--- src/rtl/vendor_panel_arbiter.sv ---
// vendor_panel_arbiter: gives one shared AutoVendor core to one of two panels at a time, in round-robin order.
// It forwards the owner's codes one cycle late and forces a cancel when a session holding credit is abandoned.
module vendor_panel_arbiter #(
  parameter int TIMEOUT    = 16,
  parameter int WAIT_LIMIT = 8
) (
  input  logic       clk,
  input  logic       reset,
  input  logic [7:0] p0_money,
  input  logic [7:0] p1_money,
  input  logic [3:0] p0_choose,
  input  logic [3:0] p1_choose,
  input  logic [3:0] core_give,
  input  logic [7:0] core_change,
  input  logic [7:0] core_total,
  output logic [7:0] core_money,
  output logic [3:0] core_choose,
  output logic [1:0] grant,
  output logic [1:0] busy,
  output logic       done_pulse,
  output logic       timeout_pulse
);

  typedef enum logic [2:0] {
    IDLE         = 3'd0,
    SESSION      = 3'd1,
    FORCE_CANCEL = 3'd2,
    WAIT_DONE    = 3'd3,
    RELEASE      = 3'd4
  } state_t;

  localparam logic [8:0] TIMEOUT_W   = 9'(TIMEOUT);
  localparam logic [8:0] WAIT_W      = 9'(WAIT_LIMIT);
  localparam logic [7:0] CODE_CANCEL = 8'd2;

  state_t     state_r, state_s;
  logic       owner_r, owner_s, last_r, last_s, cancel_r, cancel_s;
  logic [7:0] idle_cnt_r, idle_cnt_s, wait_cnt_r, wait_cnt_s;
  logic [7:0] money_s, own_money_s;
  logic [3:0] choose_s, own_choose_s;
  logic [1:0] grant_s;
  logic       active_s, done_s, tmo_s;
  logic       req0_s, req1_s, own_quiet_s, core_done_s;

  function automatic logic [7:0] sat_inc(input logic [7:0] v);
    return (v == 8'hFF) ? v : v + 8'd1;
  endfunction

  assign req0_s       = (p0_money != 8'd0) || (p0_choose != 4'd0);
  assign req1_s       = (p1_money != 8'd0) || (p1_choose != 4'd0);
  assign own_money_s  = owner_r ? p1_money : p0_money;
  assign own_choose_s = owner_r ? p1_choose : p0_choose;
  assign own_quiet_s  = (own_money_s == 8'd0) && (own_choose_s == 4'd0);
  // After a cancel, an emptied credit total also counts as the core finishing.
  assign core_done_s  = (core_give != 4'd0) || (core_change != 8'd0) ||
                        (cancel_r && (core_total == 8'd0));
  assign grant_s      = active_s ? (owner_s ? 2'b10 : 2'b01) : 2'b00;

  // Next state and the values the output registers take on the coming edge
  always_comb begin
    state_s    = state_r;
    owner_s    = owner_r;
    last_s     = last_r;
    cancel_s   = cancel_r;
    idle_cnt_s = 8'd0;
    wait_cnt_s = 8'd0;
    money_s    = 8'd0;
    choose_s   = 4'd0;
    active_s   = 1'b0;
    done_s     = 1'b0;
    tmo_s      = 1'b0;
    case (state_r)
      IDLE: begin
        if (req0_s || req1_s) begin
          owner_s  = (req0_s && req1_s) ? ~last_r : req1_s;
          money_s  = owner_s ? p1_money : p0_money;
          choose_s = owner_s ? p1_choose : p0_choose;
          active_s = 1'b1;
          cancel_s = 1'b0;
          state_s  = SESSION;
        end else begin
          state_s = IDLE;
        end
      end
      SESSION: begin
        active_s = 1'b1;
        money_s  = own_money_s;
        choose_s = own_choose_s;
        if (own_choose_s != 4'd0) begin
          cancel_s = (own_money_s == CODE_CANCEL);
          state_s  = WAIT_DONE;
        end else if (own_money_s == CODE_CANCEL) begin
          cancel_s = 1'b1;
          state_s  = WAIT_DONE;
        end else if (!own_quiet_s) begin
          idle_cnt_s = 8'd0;
        end else if (({1'b0, idle_cnt_r} + 9'd1) >= TIMEOUT_W) begin
          if (core_total == 8'd0) begin
            active_s = 1'b0;
            state_s  = RELEASE;
          end else begin
            money_s  = CODE_CANCEL;
            tmo_s    = 1'b1;
            cancel_s = 1'b1;
            state_s  = FORCE_CANCEL;
          end
        end else begin
          idle_cnt_s = sat_inc(idle_cnt_r);
        end
      end
      FORCE_CANCEL: begin
        active_s = 1'b1;
        state_s  = WAIT_DONE;
      end
      WAIT_DONE: begin
        active_s = 1'b1;
        choose_s = core_choose;
        if (core_done_s) begin
          done_s   = 1'b1;
          active_s = 1'b0;
          choose_s = 4'd0;
          state_s  = RELEASE;
        end else if (({1'b0, wait_cnt_r} + 9'd1) >= WAIT_W) begin
          tmo_s    = 1'b1;
          active_s = 1'b0;
          choose_s = 4'd0;
          state_s  = RELEASE;
        end else begin
          wait_cnt_s = sat_inc(wait_cnt_r);
        end
      end
      RELEASE: begin
        last_s  = owner_r;
        state_s = IDLE;
      end
      default: begin
        state_s = IDLE;
      end
    endcase
  end

  // State, counters, round-robin pointer and every registered output
  always_ff @(posedge clk or negedge reset) begin
    if (!reset) begin
      state_r       <= IDLE;
      owner_r       <= 1'b0;
      last_r        <= 1'b1;
      cancel_r      <= 1'b0;
      idle_cnt_r    <= 8'd0;
      wait_cnt_r    <= 8'd0;
      core_money    <= 8'd0;
      core_choose   <= 4'd0;
      grant         <= 2'b00;
      busy          <= 2'b00;
      done_pulse    <= 1'b0;
      timeout_pulse <= 1'b0;
    end else begin
      state_r       <= state_s;
      owner_r       <= owner_s;
      last_r        <= last_s;
      cancel_r      <= cancel_s;
      idle_cnt_r    <= idle_cnt_s;
      wait_cnt_r    <= wait_cnt_s;
      core_money    <= money_s;
      core_choose   <= choose_s;
      grant         <= grant_s;
      busy          <= {grant_s[0], grant_s[1]};
      done_pulse    <= done_s;
      timeout_pulse <= tmo_s;
    end
  end

endmodule

--- config.mk ---
export PLATFORM = sky130hd
export DESIGN_NAME = vendor_panel_arbiter
export DESIGN_NICKNAME = d
export VERILOG_FILES = /design/src/rtl/vendor_panel_arbiter.sv
export SDC_FILE = /design/constraint.sdc
export NUM_CORES = 1
export LEC_CHECK = 0
export CAP_MARGIN = 20
export CORE_MARGIN = 3
export CORE_UTILIZATION = 30
export DETAILED_ROUTE_END_ITERATION = 10
export GPL_ROUTABILITY_DRIVEN = 0
export SYNTH_ARGS = -nofsm -noshare
export SYNTH_HDL_FRONTEND = slang
export SYNTH_SLANG_ARGS = --single-unit
--- constraint.sdc ---
create_clock -name clk -period 2.5 [get_ports clk]
set_input_delay 0.75 -clock clk [delete_from_list [all_inputs] [get_ports clk]]
set_output_delay 0.75 -clock clk [all_outputs]
set_load 0.005 [all_outputs]
### Yosys cells after proc, flatten, opt, wreduce, memory -nomap -nowiden

Index checks and enable logic that the tools add are counted.

| word-level totals | value |
|---|---|
| flip-flop bits (word level) | 40 |
| bits in latches | 0 |
| memory bits (writable) | 0 |
| ROM bits | 0 |
| input bits | 46 |
| output and inout bits | 18 |
| word-level logic and storage cells | 119 |
| memories kept | 0 |

| operators by class | value |
|---|---|
| add/sub/neg operators | 4 |
| multiply operators | 0 |
| divide/modulo/power cells | 0 |
| $lt $le $gt $ge | 2 |
| eq/ne operators | 14 |
| shifts and indexed selects | 0 |
| mux-type cells | 64 |
| bitwise gates (word level) | 1 |
| reduce and logical (&&, ||, !) cells | 22 |

Operator list:

| cell | number |
|---|---|
| $mux W8 | 18 |
| $mux W1 | 26 |
| $reduce_bool A8 Y1 | 3 |
| $mux W3 | 7 |
| $mux W4 | 5 |
| $add A8 B1 Y9 const B | 2 |
| $add A8 B1 Y8 const B | 2 |
| $eq A8 B8 Y1 const B | 2 |
| $logic_not A8 Y1 | 2 |
| $ne A4 B4 Y1 const B | 4 |
| $pmux W8 S2 | 1 |
| $reduce_bool A4 Y1 | 4 |
| $pmux W3 S4 | 1 |
| $pmux W4 S3 | 1 |
| $ge A9 B4 Y1 const B | 1 |
| $ge A9 B5 Y1 const B | 1 |
| $eq A8 B2 Y1 const B | 1 |
| $eq A3 B2 Y1 const B | 2 |
| $ne A6 B6 Y1 const B | 1 |
| $logic_or A1 B1 Y1 | 5 |
| $reduce_and A5 Y1 | 1 |
| $logic_not A4 Y1 | 1 |
| $mux W2 | 2 |
| $pmux W1 S2 | 2 |
| other kinds (10) | 12 |

### Longest topological paths before layout

| depth | value |
|---|---|
| word-level depth | 8 |
| mapped depth | 7 |
| depth with buffers taken out | 7 |

### Worst setup path before layout

Ideal clock, no wire load.

| path | value |
|---|---|
| kind | input to register |
| start | in p1_money[7] |
| end | reg cancel_r |
| library setup time | 0.064 ns |
| arrival | 2.432 ns |
| required time | 2.436 ns |
| setup slack | 0.004 ns |
| cell stages on the path | 6 |
| path buffers | 0 |
| path through | or4_4 > or3_4 > a21o_1 > nor3b_1 > a2111oi_2 > a21o_1 |

| on the way | value |
|---|---|
| longest elaborated chain between the ends | 5 |
| elaborated cells on any way between the ends | 15 |
| classes of those cells | eq/ne: 5; mux: 4; reduce/logical: 6 |

RTL lines:

| element | line | source |
|---|---|---|
| start: declaration | 10 | `input logic [7:0] p1_money,` |
| $mux W8 / $reduce_bool A8 Y1 (equally long branches) | 51, 50 |  |
| $eq A8 B2 Y1, or another cell as far along | 90, 92 |  |
| $mux W1, or another cell as far along | 92 | `end else if (own_money_s == CODE_CANCEL) begin` |
| $mux W1, or another cell as far along | 89 | `if (own_choose_s != 4'd0) begin` |
| $pmux W1 S2 / $reduce_and A5 Y1 (equally long branches) | -- |  |
| end signal: assignment | 161 | `cancel_r <= cancel_s;` |
| end: declaration | 37 | `logic owner_r, owner_s, last_r, last_s, cancel_r, cancel_s;` |

Parallel ways exist; a longest one is shown, timed or not.
A chain may end at the register's enable or synchronous reset.

### Worst setup path in the final report

| path | value |
|---|---|
| start | in p1_money[2] |
| end | reg cancel_r |

The elaborated chain is that of the path after synthesis.

==> qor_table.md <==
| Metric | This run |
| --- | --- |
| Outcome | complete, no violations |
| Data required time of the worst path | 2.68 ns |
| Initial standard-cell utilization of the core | 32.20% |
| Final routed DRC violation total | 0 |
| Num CTS Buffers | 5 |
| Cell area after technology mapping | 1849 um2 |
| Number of optimization iterations in the first detailed-route pass | 4 |
| Fraction of final layout cells with drive strength greater than 1 | 26.46% |
| Initial DRC count | 74 |
| Prevailing post-synth register cell | dfrtp_1 |
| Buffer levels on the longest clock path | 2 |
| Number of buffers and inverters on the critical path | 2 |
| Maximum number of pins on one net before global-route repair | 39 |
| Delay of the slowest critical-path stage | 0.53 ns |
| Standard cell with the maximum stage delay on the critical path | or4_4 |
| Number of standard-cell rows in the floorplan | 27 |
| CP Class | in -> reg |
| Critical path launch point type | primary input |
| Clk sink count | 38 |
| Clock tree skew after final layout | 0.003597 ns |
| Wire length of the first global-routing pass | 8542 um |
| CTS tree | built |
| Post-DR wirelength/cell | 14.34 um |
| Fraction of power consumed by sequential logic | 33.4% |
| Leading cell types by total area after synthesis | dfrtp_1 50%, nor2_1 3.0%, nor4_1 3.0% |
| Clock latency on the worst-skew pair | 0.29 ns |
| Logic pwr share | 42.7% |
| Die area | 7142 um2 |
| Final setup margin | 0.03329 ns |
| Most common cell after layout, fill and taps aside | clkdlybuf4s50_1 |
| Number of setup violations in the final report | 0 |
| Number of top-level pins | 64 |
| Fmax | 405.4 MHz |
| Number of routed nets with antenna violations | 0 |
| Synth warn | 0 |
| Clk Tree Root Cell | clkbuf_8 |
| CTS hold repair buffers | 0 |
| Vias in the first global route | 1786 |
| Number of max-cap violations | 0 |
| Share of flip-flops with an asynchronous set or reset | 100.0% |
| Family of cells with the greatest summed delay on the critical path | simple AND/OR/NAND/NOR gates |
| Share of Yosys cell area claimed by the top area cell type | 50.07% |
| Total via count in the routed design | 1792 |
| Most used cells in the layout excluding fill and tap cells | 46 x clkdlybuf4s50_1, 37 x dfrtp_1, 37 x buf_4 |
| Post-layout minimum cycle time | 2.467 ns |
| Internal power | 1.827 mW |
| Static Leak | 1.406 nW |
| CP Capture Type | flip-flop |
| Antenna violations before repair | 0 |
| NetSw | 0.8505 mW |
| Avg Synthesized Cell Area | 10.33 um2 |
| Overall routed net length | 5204 um |
| Critical-path maximum fanout | 3 |
| Overflow left after global routing | 0 |
| Vias/cell | 4.937 |
| Cells along the critical path | clkdlybuf4s15_1 > or4_4 > or3_4 > a21o_1 > buf_6 > a21oi_4 > o21bai_1 > a21o_1 |
| PortBufs | 63 |
| Number of synthesized flops with an enable pin | 0 |
| Switching power share of the total | 31.77% |
| Area delta synth->final | 70.91% |
| Worst reg2reg startpoint | owner_r |
| Syn Inst Count | 179 |
| Number of storage elements in the synthesis netlist | 38 |
| Arrival @ worst endpoint | 2.65 ns |
| Worst Hold Class | in -> async |
| Register area share after synthesis | 51.49% |
| Count of unique library cells instantiated by Yosys | 50 |
| Final period utilization | 98.67% |
| Final total power | 2.677 mW |
| Layout net count | 339 |
| Biggest area consumer among synthesized cells | dfrtp_1 |
| Start point of the critical path | p1_money[2] |
| Y dimension of the die | 84.51 um |
| CORE AREA | 5743 um2 |
| Clock-pin slew on the worst setup and hold paths | 0.07 ns |
| Width of the die | 84.51 um |
| HPWL Detailed | 3924 um |
| Relative slew slack | 53.00% |
| Power per unit of standard cell area | 847.1 nW/um2 |
| Pre-CTS WS | -0.5561 ns |
| Antenna diode count | 0 |
| Clock network fraction of total power | 23.9% |
| Critical Path Most Common Cell | a21o_1 |
| Transition time at the pin with the least slew margin | 0.7051 ns |
| Worst IR drop on VDD | 0.4668 mV |
| Global-route usage over all layers | 14.80% |
| Number of hold-slack violations in the final timing report | 0 |
| Number of H-tree levels | 2 |
| Slew Viols, Final | 0 |
-- through the flow --
step                      utilization, %  instances  hold WS [ns]   TNS, ns  cell area (um2)
after floorplan                        -        187        0.4494         0             1879
after global routing               55.03        363        0.4246  -0.05646             3161
after CTS                          53.44        361        0.4188         0             3069
final                              55.03        363        0.4160         0             3161
after global placement             49.48        351        0.4797    -9.814             2841
after detailed placement           49.48        351        0.4860    -9.711             2841
-- registers in the layout, indices dropped and copies added, names as in the netlist --
register       cells
busy               1
cancel_r           1
core_choose        4
core_money         8
done_pulse         1
grant              1
idle_cnt_r         8
last_r             1
owner_r            1
state_r            3
timeout_pulse      1
wait_cnt_r         8
-- metal layers --
layer	part of all wire [%]	global-route usage (%)
met1	43	18.74
met2	49	24.34
met3	6.2	4.514
met4	1.8	4.317
met5	0	0
-- power by group through the flow --
| stage | logic (mW) | registers [mW] | clock network [mW] |
|---|---|---|---|
| 2_1_floorplan | 0.571 | 0.853 | 0 |
| 3_3_place_gp | 1.07 | 0.900 | 0 |
| 3_5_place_dp | 1.06 | 0.901 | 0 |
| 4_1_cts | 1.10 | 0.893 | 0.650 |
| 5_1_grt | 1.27 | 0.920 | 0.685 |
| 6_report | 1.14 | 0.894 | 0.640 |
-- path summary, 6_finish.rpt --
kind	cells after the start	end	slack, ns
max in group asynchronous	2	last_r	1.83
min in group clk	1	idle_cnt_r[0]	0.50
max reg2reg	7	cancel_r	0.39
max	8	cancel_r	0.03
min	2	core_choose[1]	0.42
min reg2reg	1	idle_cnt_r[0]	0.50
-- logic make-up after synthesis --
| kind of cell | share of synthesized area (%) |
|---|---|
| mux | 2.706 |
| xor+xnor | 0.4737 |
| other cells | 0.2028 |
| buf+inv | 2.571 |
| compound gates | 19.28 |
| simple gates | 21.25 |
| fa+ha+maj | 2.030 |
| flops | 51.49 |
-- timing repair --
| item | 4_1_cts | 5_1_grt |
|---|---|---|
| endpoints found under the setup margin | 20 | 18 |
| setup buffers | 2 | 2 |
| gates resized for setup | 29 | 22 |
| pin swaps | 14 | 12 |
| cloned | 0 | 0 |
-- cell usage after synthesis, drive strengths merged (2+ instances only) --
master	number
a211oi	3
a21boi	3
a21o	2
a21oi	10
a22o	7
a22oi	4
a31oi	2
and4	2
buf	4
clkbuf	3
dfrtp	37
ha	3
inv	3
mux2i	5
nand2	13
nand2b	3
nand3	8
nand4	2
nor2	15
nor3	3
nor3b	2
nor4	9
o21a	2
o21ai	8
o221ai	2
or3	5
or4	4
-- worst register-to-register path: stages (launching register included) --
cell      delay, ns
dfrtp_1        0.60
inv_1          0.19
or3_4          0.45
a21o_1         0.24
buf_6          0.13
a21oi_4        0.14
o21bai_1       0.08
a21o_1         0.17
-- cell type report --
cell class | instances | area [um2]
Inverter | 3 | 11.26
Timing Repair Buffer | 103 | 939.7
Clock inverter | 2 | 60.06
Tap cell | 72 | 90.09
Multi-Input combinational cell | 139 | 1025
Fill cell | 522 | 2582
Clock buffer | 6 | 82.58
Sequential cell | 38 | 952.2
(Power assumes the default switching activity.)
